**src/rtl/probatina_ctrl_pkg.sv**
```systemverilog
// Shared definitions for the multi-channel kernel control sequencer.
// Contents:
//   ctrl_state_e    - sequencer FSM state encoding (IDLE, LAUNCH, RUN, DONE)
//   CTRL_MODE_HS    - C_CHAIN_MODE value for ap_ctrl_hs (ap_done is a one-cycle pulse)
//   CTRL_MODE_CHAIN - C_CHAIN_MODE value for ap_ctrl_chain (ap_done held until ap_continue)
package probatina_ctrl_pkg;

    typedef enum logic [1:0] {
        ST_IDLE   = 2'd0,
        ST_LAUNCH = 2'd1,
        ST_RUN    = 2'd2,
        ST_DONE   = 2'd3
    } ctrl_state_e;

    localparam int unsigned CTRL_MODE_HS    = 32'd0;
    localparam int unsigned CTRL_MODE_CHAIN = 32'd1;

endpackage

```
**src/rtl/probatina_sat_counter.sv**
```systemverilog
// Saturating up-counter used to measure run length.
// Ports:
//   ap_clk     in  clock
//   areset     in  synchronous active-high reset (count -> 0)
//   clr        in  clear to zero (has priority over en)
//   en         in  increment enable; holds at all-ones instead of wrapping
//   count      out current count
//   count_next out value the counter takes at the next edge
module probatina_sat_counter
    import probatina_ctrl_pkg::*;
#(
    parameter int unsigned W = 32
) (
    input  logic         ap_clk,
    input  logic         areset,
    input  logic         clr,
    input  logic         en,
    output logic [W-1:0] count,
    output logic [W-1:0] count_next
);

    localparam logic [W-1:0] CNT_ONE = {{(W-1){1'b0}}, 1'b1};
    localparam logic [W-1:0] CNT_MAX = {W{1'b1}};

    logic [W-1:0] count_q;
    logic [W-1:0] count_d;

    // Next count: clear wins, otherwise increment until all-ones.
    always_comb begin
        count_d = count_q;
        if (clr) begin
            count_d = {W{1'b0}};
        end else if (en && (count_q != CNT_MAX)) begin
            count_d = count_q + CNT_ONE;
        end else begin
            count_d = count_q;
        end
    end

    // Count register.
    always_ff @(posedge ap_clk) begin
        if (areset) begin
            count_q <= {W{1'b0}};
        end else begin
            count_q <= count_d;
        end
    end

    assign count      = count_q;
    assign count_next = count_d;

endmodule

```
**src/rtl/probatina_kernel_ctrl.sv**
```systemverilog
// Multi-channel kernel control sequencer. Turns the host ap_start level into
// one start pulse per enabled channel, collects per-channel done pulses and
// drives the ap_ctrl_hs / ap_ctrl_chain handshake.
// Ports:
//   ap_clk, areset   clock and synchronous active-high reset
//   ap_start         host start level; a rising edge seen in IDLE starts a run
//   ap_continue      host continue (chain mode only)
//   ap_idle/ap_done/ap_ready  block handshake outputs (registered)
//   ctrl_ch_enable   channel enable mask, captured when a run is accepted
//   ch_start         one-cycle start pulse to each enabled channel (registered)
//   ch_done          per-channel done pulses from the engines
//   run_cycles       number of LAUNCH+RUN cycles of the last completed run
module probatina_kernel_ctrl
    import probatina_ctrl_pkg::*;
#(
    parameter int unsigned C_NUM_CH     = 4,
    parameter int unsigned C_CHAIN_MODE = 0,
    parameter int unsigned C_CNT_WIDTH  = 32
) (
    input  logic                   ap_clk,
    input  logic                   areset,
    input  logic                   ap_start,
    input  logic                   ap_continue,
    output logic                   ap_idle,
    output logic                   ap_done,
    output logic                   ap_ready,
    input  logic [C_NUM_CH-1:0]    ctrl_ch_enable,
    output logic [C_NUM_CH-1:0]    ch_start,
    input  logic [C_NUM_CH-1:0]    ch_done,
    output logic [C_CNT_WIDTH-1:0] run_cycles
);

    ctrl_state_e            state_q, state_d;
    logic                   start_q;
    logic [C_NUM_CH-1:0]    mask_q, mask_d;
    logic [C_NUM_CH-1:0]    done_sticky_q, done_sticky_d;
    logic [C_CNT_WIDTH-1:0] run_cycles_q, run_cycles_d;
    logic                   idle_q, idle_d;
    logic                   done_q, done_d;
    logic                   ready_q, ready_d;
    logic [C_NUM_CH-1:0]    ch_start_q, ch_start_d;

    logic                   start_pulse;
    logic [C_NUM_CH-1:0]    done_all;
    logic                   cnt_clr;
    logic                   cnt_en;
    logic [C_CNT_WIDTH-1:0] cnt_value;
    logic [C_CNT_WIDTH-1:0] cnt_next;

    assign start_pulse = ap_start & ~start_q;
    // Includes dones arriving this cycle so the completing pulse counts.
    assign done_all    = done_sticky_q | (ch_done & mask_q);

    probatina_sat_counter #(
        .W (C_CNT_WIDTH)
    ) u_cnt (
        .ap_clk     (ap_clk),
        .areset     (areset),
        .clr        (cnt_clr),
        .en         (cnt_en),
        .count      (cnt_value),
        .count_next (cnt_next)
    );

    // Next-state, done aggregation and registered-output next values.
    always_comb begin
        state_d       = state_q;
        mask_d        = mask_q;
        done_sticky_d = done_sticky_q;
        run_cycles_d  = run_cycles_q;
        cnt_clr       = 1'b0;
        cnt_en        = 1'b0;
        case (state_q)
            ST_IDLE: begin
                if (start_pulse) begin
                    mask_d        = ctrl_ch_enable;
                    done_sticky_d = {C_NUM_CH{1'b0}};
                    cnt_clr       = 1'b1;
                    state_d       = ST_LAUNCH;
                end else begin
                    state_d = ST_IDLE;
                end
            end
            ST_LAUNCH: begin
                cnt_en  = 1'b1;
                state_d = ST_RUN;
            end
            ST_RUN: begin
                cnt_en        = 1'b1;
                done_sticky_d = done_all;
                if (done_all == mask_q) begin
                    // Capture the count including this final cycle.
                    run_cycles_d = cnt_next;
                    state_d      = ST_DONE;
                end else begin
                    state_d = ST_RUN;
                end
            end
            ST_DONE: begin
                if (C_CHAIN_MODE == CTRL_MODE_CHAIN) begin
                    state_d = ap_continue ? ST_IDLE : ST_DONE;
                end else begin
                    state_d = ST_IDLE;
                end
            end
            default: begin
                state_d = ST_IDLE;
            end
        endcase

        idle_d     = (state_d == ST_IDLE);
        done_d     = (state_d == ST_DONE);
        // ap_ready fires only on entry to DONE, even if chain mode holds DONE.
        ready_d    = (state_d == ST_DONE) && (state_q != ST_DONE);
        ch_start_d = (state_d == ST_LAUNCH) ? mask_d : {C_NUM_CH{1'b0}};
    end

    // State, captured mask/stickies and registered outputs.
    always_ff @(posedge ap_clk) begin
        if (areset) begin
            state_q       <= ST_IDLE;
            start_q       <= 1'b0;
            mask_q        <= {C_NUM_CH{1'b0}};
            done_sticky_q <= {C_NUM_CH{1'b0}};
            run_cycles_q  <= {C_CNT_WIDTH{1'b0}};
            idle_q        <= 1'b1;
            done_q        <= 1'b0;
            ready_q       <= 1'b0;
            ch_start_q    <= {C_NUM_CH{1'b0}};
        end else begin
            state_q       <= state_d;
            start_q       <= ap_start;
            mask_q        <= mask_d;
            done_sticky_q <= done_sticky_d;
            run_cycles_q  <= run_cycles_d;
            idle_q        <= idle_d;
            done_q        <= done_d;
            ready_q       <= ready_d;
            ch_start_q    <= ch_start_d;
        end
    end

    assign ap_idle    = idle_q;
    assign ap_done    = done_q;
    assign ap_ready   = ready_q;
    assign ch_start   = ch_start_q;
    assign run_cycles = run_cycles_q;

endmodule

```
**config.mk**
```make
export PLATFORM = sky130hd
export DESIGN_NAME = probatina_kernel_ctrl
export DESIGN_NICKNAME = d
export VERILOG_FILES = /design/src/rtl/probatina_ctrl_pkg.sv /design/src/rtl/probatina_sat_counter.sv /design/src/rtl/probatina_kernel_ctrl.sv
export SDC_FILE = /design/constraint.sdc
export NUM_CORES = 1
export LEC_CHECK = 0
export ABC_AREA = 0
export BUFFER_PORTS_ARGS = -buffer_cell sky130_fd_sc_hd__buf_2
export CAP_MARGIN = 20
export CORE_MARGIN = 3
export CORE_UTILIZATION = 60
export CTS_CLUSTER_SIZE = 30
export DETAILED_ROUTE_END_ITERATION = 16
export PLACE_DENSITY_LB_ADDON = 0.15
export SLEW_MARGIN = 20
export SYNTH_ARGS = -nofsm -noshare
export SYNTH_HDL_FRONTEND = slang
export SYNTH_SLANG_ARGS = --single-unit
```
**constraint.sdc**
```tcl
create_clock -name ap_clk -period 3.7 [get_ports ap_clk]
set_input_delay 0.555 -clock ap_clk [delete_from_list [all_inputs] [get_ports ap_clk]]
set_output_delay 0.555 -clock ap_clk [all_outputs]
set_load 0.03 [all_outputs]
```
# == Yosys cells after proc, flatten, opt, wreduce, memory -nomap -nowiden ==
# Cells that the tools add are included.
# Widths: inputs -> output; s select.
# classes
n_addsub,1
mul,0
div,0
order_cmp,0
n_eq_ne,9
n_shift,0
mux,12
bitwise,5
n_reduce_logical,9
# ops
operator,count
$mux 32,2
$add 32x1->32 const B,1
$ne 32x32->1 const B,1
$mux 4,3
$pmux 2 s4,1
$pmux 4 s2,1
$eq 2x2->1 const B,3
$mux 1,5
$and 4x4->4,1
$eq 2x1->1 const B,2
$eq 4x4->1,1
$logic_not 2->1,2
$ne 2x2->1 const B,2
$or 4x4->4,1
$reduce_and 2->1,2
$reduce_or 2->1,2
$logic_and 1x1->1,2
$not 1->1,2
$reduce_bool 2->1,1
$and 1x1->1,1
# totals
register_bits,82
latchBits,0
mem_bits_rw,0
rom_bits,0
in_bits,12
out_inout_bits,39
word_cells,46
memories,0

# == Longest topological paths before layout ==
# logic_depth
depth_word,8
ltp_mapped,8
mapped_depth_nobuf,7

# == Cells and area by module ==
# Synthesis repeated with hierarchy kept, for this count alone.
# hier_totals
cells_unflattened,501
hier_area_um2,4291.6
# by_module_without_submodules
mod,instances,cells_per_inst,area_per_inst_um2,seq_area_each_um2
probatina_kernel_ctrl,1,219,2209.6,1001.0
probatina_sat_counter,1,282,2082.0,640.6

# == Worst setup path after synthesis ==
# Ideal clock, no wire load.
# synth_path
kind,flip-flop to flip-flop
startpoint,register state_q[0]
endpoint,"register run_cycles_q[27], in the netlist run_cycles[27]"
setup_ns,0.062
arrival_ns,2.329
required_time_ns,3.638
slack_ns,1.309
path_stages_with_launch,9
n_path_buf,1
period_less_slack_ns,2.391
cell_sequence,dfxtp_1 inv_1 ha_1 inv_1 or4_4 or4_4 buf_2 or4_1 nand3_1
# synth_between
elab_chain_len,6
word_cells_on_any_way,10
classes_between,eq/ne (2); mux (4); reduce/logical (4)
# synth_rtl
element,line,text
start: declaration,probatina_kernel_ctrl.sv:33,"ctrl_state_e state_q, state_d;"
start signal: assignment,probatina_kernel_ctrl.sv:131,state_q <= state_d;
$eq 2x2->1 / $eq 2x1->1 (equally long branches),probatina_kernel_ctrl.sv:73,case (state_q)
$reduce_or 2->1 (no line),n/a,
$mux 1,probatina_kernel_ctrl.sv:73,
$logic_and 1x1->1,probatina_sat_counter.sv:33,end else if (en && (count_q != CNT_MAX)) begin
$mux 32,probatina_sat_counter.sv:33,
$mux 32,probatina_sat_counter.sv:31,if (clr) begin
end signal: assignment,probatina_kernel_ctrl.sv:125,run_cycles_q <= {C_CNT_WIDTH{1'b0}};
end signal: assignment,probatina_kernel_ctrl.sv:135,run_cycles_q <= run_cycles_d;
end: declaration,probatina_kernel_ctrl.sv:37,"logic [C_CNT_WIDTH-1:0] run_cycles_q, run_cycles_d;"
# Parallel ways exist; a longest one is shown, timed or not.
# A chain may end at the register's enable or synchronous reset.

# == Worst setup path after layout ==
# Same ends and word-level chain as after synthesis.

==> summary by stage <==
Setup path
Measured in cells, the most critical reg-to-reg path has a length of 7. The launch instance of the worst register-to-register path is state_q[0]$_SDFF_PP0_. The required time of the critical path is 3990 ps. By startpoint and endpoint, the worst setup path is classified as flip-flop to flip-flop.

The terminus of the critical flop-to-flop path is run_cycles[27]$_SDFFE_PP0P_. The worst setup path is captured at a flip-flop. The data arrival time of the critical path is 2900 ps. The critical path launch point type is a flip-flop. Along the worst path, the maximum fanout reaches 32. The reg-to-reg setup timing slack is 1080 ps.

Synthesis
The cell area after synthesis is 3547 um2. The area share of the leading cell type in the synthesized netlist is 46.28%. The top flip-flop cell by instance count after synthesis is sky130_fd_sc_hd__dfxtp_1. The total number of yosys warnings is 0. In this run, distinct cell masters in the synthesized netlist total 44. The most area-hungry cell type in the Yosys netlist is sky130_fd_sc_hd__dfxtp_1. The most common cell in the synthesized netlist is sky130_fd_sc_hd__dfxtp_1. After synthesis, the mean cell area works out to 8.694 um2. When the netlist entered floorplanning its net count stood at 424.

The number of flops mapped to enable cells by yosys is 0. In the post-synthesis netlist, the biggest area contributors are sky130_fd_sc_hd__dfxtp_1, sky130_fd_sc_hd__nand3_1, sky130_fd_sc_hd__o21ai_0, sky130_fd_sc_hd__nand2_1, sky130_fd_sc_hd__nor2_1. In this run, synthesis produced a sequential element count of 82.

In the synthesized netlist, the number of instances is 408. The part of the Yosys area used for sequential elements is 46.28%. After synthesis, the share of flip-flops with an asynchronous set or reset is 0%.

After synthesis, the most frequently instantiated cells are sky130_fd_sc_hd__dfxtp_1, sky130_fd_sc_hd__nand2_1, sky130_fd_sc_hd__nor2_1.

Global routing
The number of global-route vias before repair was 2972. The layer flagged by global routing as most heavily used is met2. The largest net degree at the start of global routing is 34.

The global-route met3 utilization is 4.563%. The global route total overflow is 0. Global routing used 31.31% of the available met1 tracks.

The number of antenna violations at the first check in global routing is 0. Global routing used between 30% and 40% of the available met2 tracks. The global-route wire length before repair is 13700 um. The total routing resource utilization after global routing is 23.82%.

Pwr
The total power after layout is 0.001699 W. The worst vdd rail ir drop is 301.1 uV. For this design the static power due to leakage is 1.535 nW. Power spread over the standard cell area amounts to 421.1 nW/um2.

Route
The detailed router finished its first iteration with 253 violations. Summing over every cut layer, the via total after detailed routing is 3256. The final wirelength is around 8000 um.

In the routed design, unresolved DRC markers number 0. The detail route stage leaves a number of antenna-violating nets equal to 0. In the final routed layout, each cell accounts on average for 15.23 um. The first TritonRoute pass finished after 4 iterations. In the routed layout, each cell is associated on average with a via count of 6.155.

Layout
Cells with a size suffix above 1 make up between 10% and 20% of the layout. In the final layout, the multi-input gates occupy ~1800 um2. The area growth from synthesis to final layout is 13.76%. The number of antenna diodes in the final layout is 0. Summing all flip-flop and latch instances after layout gives 1642 um2. Fill cells in the final layout number roughly 470. The number of nets in the layout is 468.

Clock network
The clock buffer count from CTS is 9. The clock tree root driver cell is sky130_fd_sc_hd__clkbuf_8. Clock-pin slew was measured on the worst setup and hold paths at 80 ps.

The H-tree was split into 3 levels. The clock latency reported for the late side of the worst-skew pair is 360 ps. The CTS tree is built. CTS saw 82 sinks. The post-CTS setup buffer count is 0. The clock passes through at most 2 buffers. The number of gates resized after CTS was 0. The number of hold buffers added after CTS was 0.

Die
The vertical extent of the die is 82.89 um. The floorplan die area is 6871 um2. The standard-cell row count is 27. The width of the die is 82.89 um. 51 I/O pins were placed.

The area inside the core boundary is 5608 um2. The initial core utilization is 63.25%.

STA
The post-route clock period utilization is 70.76%. The shortest clock period the worst path allows after layout is about 2600 ps. The transition time of the tightest slew-check pin is 749.9 ps. Headroom to the max-slew limit came out at 50.00%. The worst setup skew after layout is 15.07 ps. The final-report hold violation count came to 0. The number of setup violations in the final report is 0.

Setup repair after global routing left no endpoint under its margin. The setup TNS is 0 ps. The maximum clock rate is 0.3819 GHz.

The max-slew violation count is 0.

Worst hold path
The worst hold path passes through 2 cells. The hold path startpoint is ap_start. For hold timing, the worst endpoint is start_q$_SDFF_PP0_.

The class of the most critical hold timing path is input pin to flip-flop.

Place
Input and output buffers added on the ports amount to 49. The post-DP HPWL is between 5000 and 6000 um. The routability congestion estimate is 0.8178.

Flow run
Max-cap violations in this run came to 0.

Outcome
The flow ran to the end, and the final reports show no timing, DRC or antenna violations.
[state kept, by name (all words and copies together) (netlist names)]
name           count
ap_done            1
ap_idle            1
ap_ready           1
ch_start           4
done_sticky_q      4
mask_q             4
run_cycles        32
start_q            1
state_q            2
u_cnt.count       32
[final cells by class]
class	instances	share of cell area, %
well taps	72	2.233
repair buffers	53	6.822
inverters	6	0.5581
multi-input cells	300	44.65
flip-flops and latches	82	40.68
clock buffers	12	3.845
clock inverters	4	1.209
[layer usage]
metal  routed length [um]  vias to the layer above
met3                  402                       14
met5                    0                        -
li1                     -                     1604
met1                 3726                     1550
met4                  161                        0
met2                 3766                       88
[worst max-delay path by stage]
stage / to / slack, ps / cells past startpoint / start
3_5_place_dp: run_cycles[27]$_SDFFE_PP0P_ / 1090 / 6 / ch_done[0]
3_3_place_gp: run_cycles[6]$_SDFFE_PP0P_ / 1130 / 6 / ch_done[0]
5_1_grt: run_cycles[3]$_SDFFE_PP0P_ / 940 / 7 / state_q[0]$_SDFF_PP0_
2_1_floorplan: run_cycles[27]$_SDFFE_PP0P_ / 1310 / 8 / state_q[0]$_SDFF_PP0_
6_report: run_cycles[27]$_SDFFE_PP0P_ / 1080 / 7 / state_q[0]$_SDFF_PP0_
4_1_cts: run_cycles[27]$_SDFFE_PP0P_ / 1070 / 7 / state_q[0]$_SDFF_PP0_
[report_power, final]
part	switching (W)	internal, W	total (W)	leakage [nW]
logic	0.0000952	0.0000345	0.000130	0.766
registers	0.00000862	0.000895	0.000903	0.662
clock network	0.000317	0.000349	0.000666	0.107
[per-stage QoR]
step | hold slack (ps) | instance area, um2 | std cells | setup WS [ps] | utilization (%)
2_1_floorplan | 451.5 | 3547 | 408 | 1309 | -
3_3_place_gp | 431.2 | 3831 | 513 | 1128 | 68.32
5_1_grt | 463.7 | 4035 | 529 | 936.8 | 71.95
4_1_cts | 449.5 | 4035 | 529 | 1074 | 71.95
6_report | 449.6 | 4035 | 529 | 1082 | 71.95
3_5_place_dp | 440.8 | 3831 | 513 | 1091 | 68.32
[worst max-delay path, stage by stage, from the launching register on]
cell	delay (ps)
sky130_fd_sc_hd__dfxtp_1	320
sky130_fd_sc_hd__inv_1	80
sky130_fd_sc_hd__ha_1	190
sky130_fd_sc_hd__inv_1	60
sky130_fd_sc_hd__or4_4	560
sky130_fd_sc_hd__or4_4	680
sky130_fd_sc_hd__or4_1	550
sky130_fd_sc_hd__nand3_1	110
[kinds of logic (layout without fill, tap and decap cells)]
family	Yosys count	in the layout	share of synthesized area, %
buf+inv	26	75	3.104
fa+ha+maj	4	4	1.411
flops	82	82	46.28
mux	6	6	1.728
simple gates	188	188	28.32
xor+xnor	14	14	3.457
compound gates	88	88	15.70
[cell usage in the layout, fill, tap and decap left out, drive strengths merged, types with 2 or more instances in the layout]
master / instances
o21ai: 32
xor2: 3
nor3b: 2
and3: 7
dfxtp: 82
a2111oi: 3
and2: 2
or3: 15
nor3: 2
o211ai: 14
ha: 4
nor4: 6
clkinv: 2
or4: 19
a31oi: 5
nor2b: 5
xnor2: 11
clkbuf: 12
a221o: 2
o31ai: 3
inv: 7
mux2i: 5
nand2: 41
nor2: 36
a21oi: 17
a2111o: 2
a211oi: 3
and4: 7
nand3: 34
nand4: 10
buf: 53
Note: power is estimated with default switching activity, not from simulation.
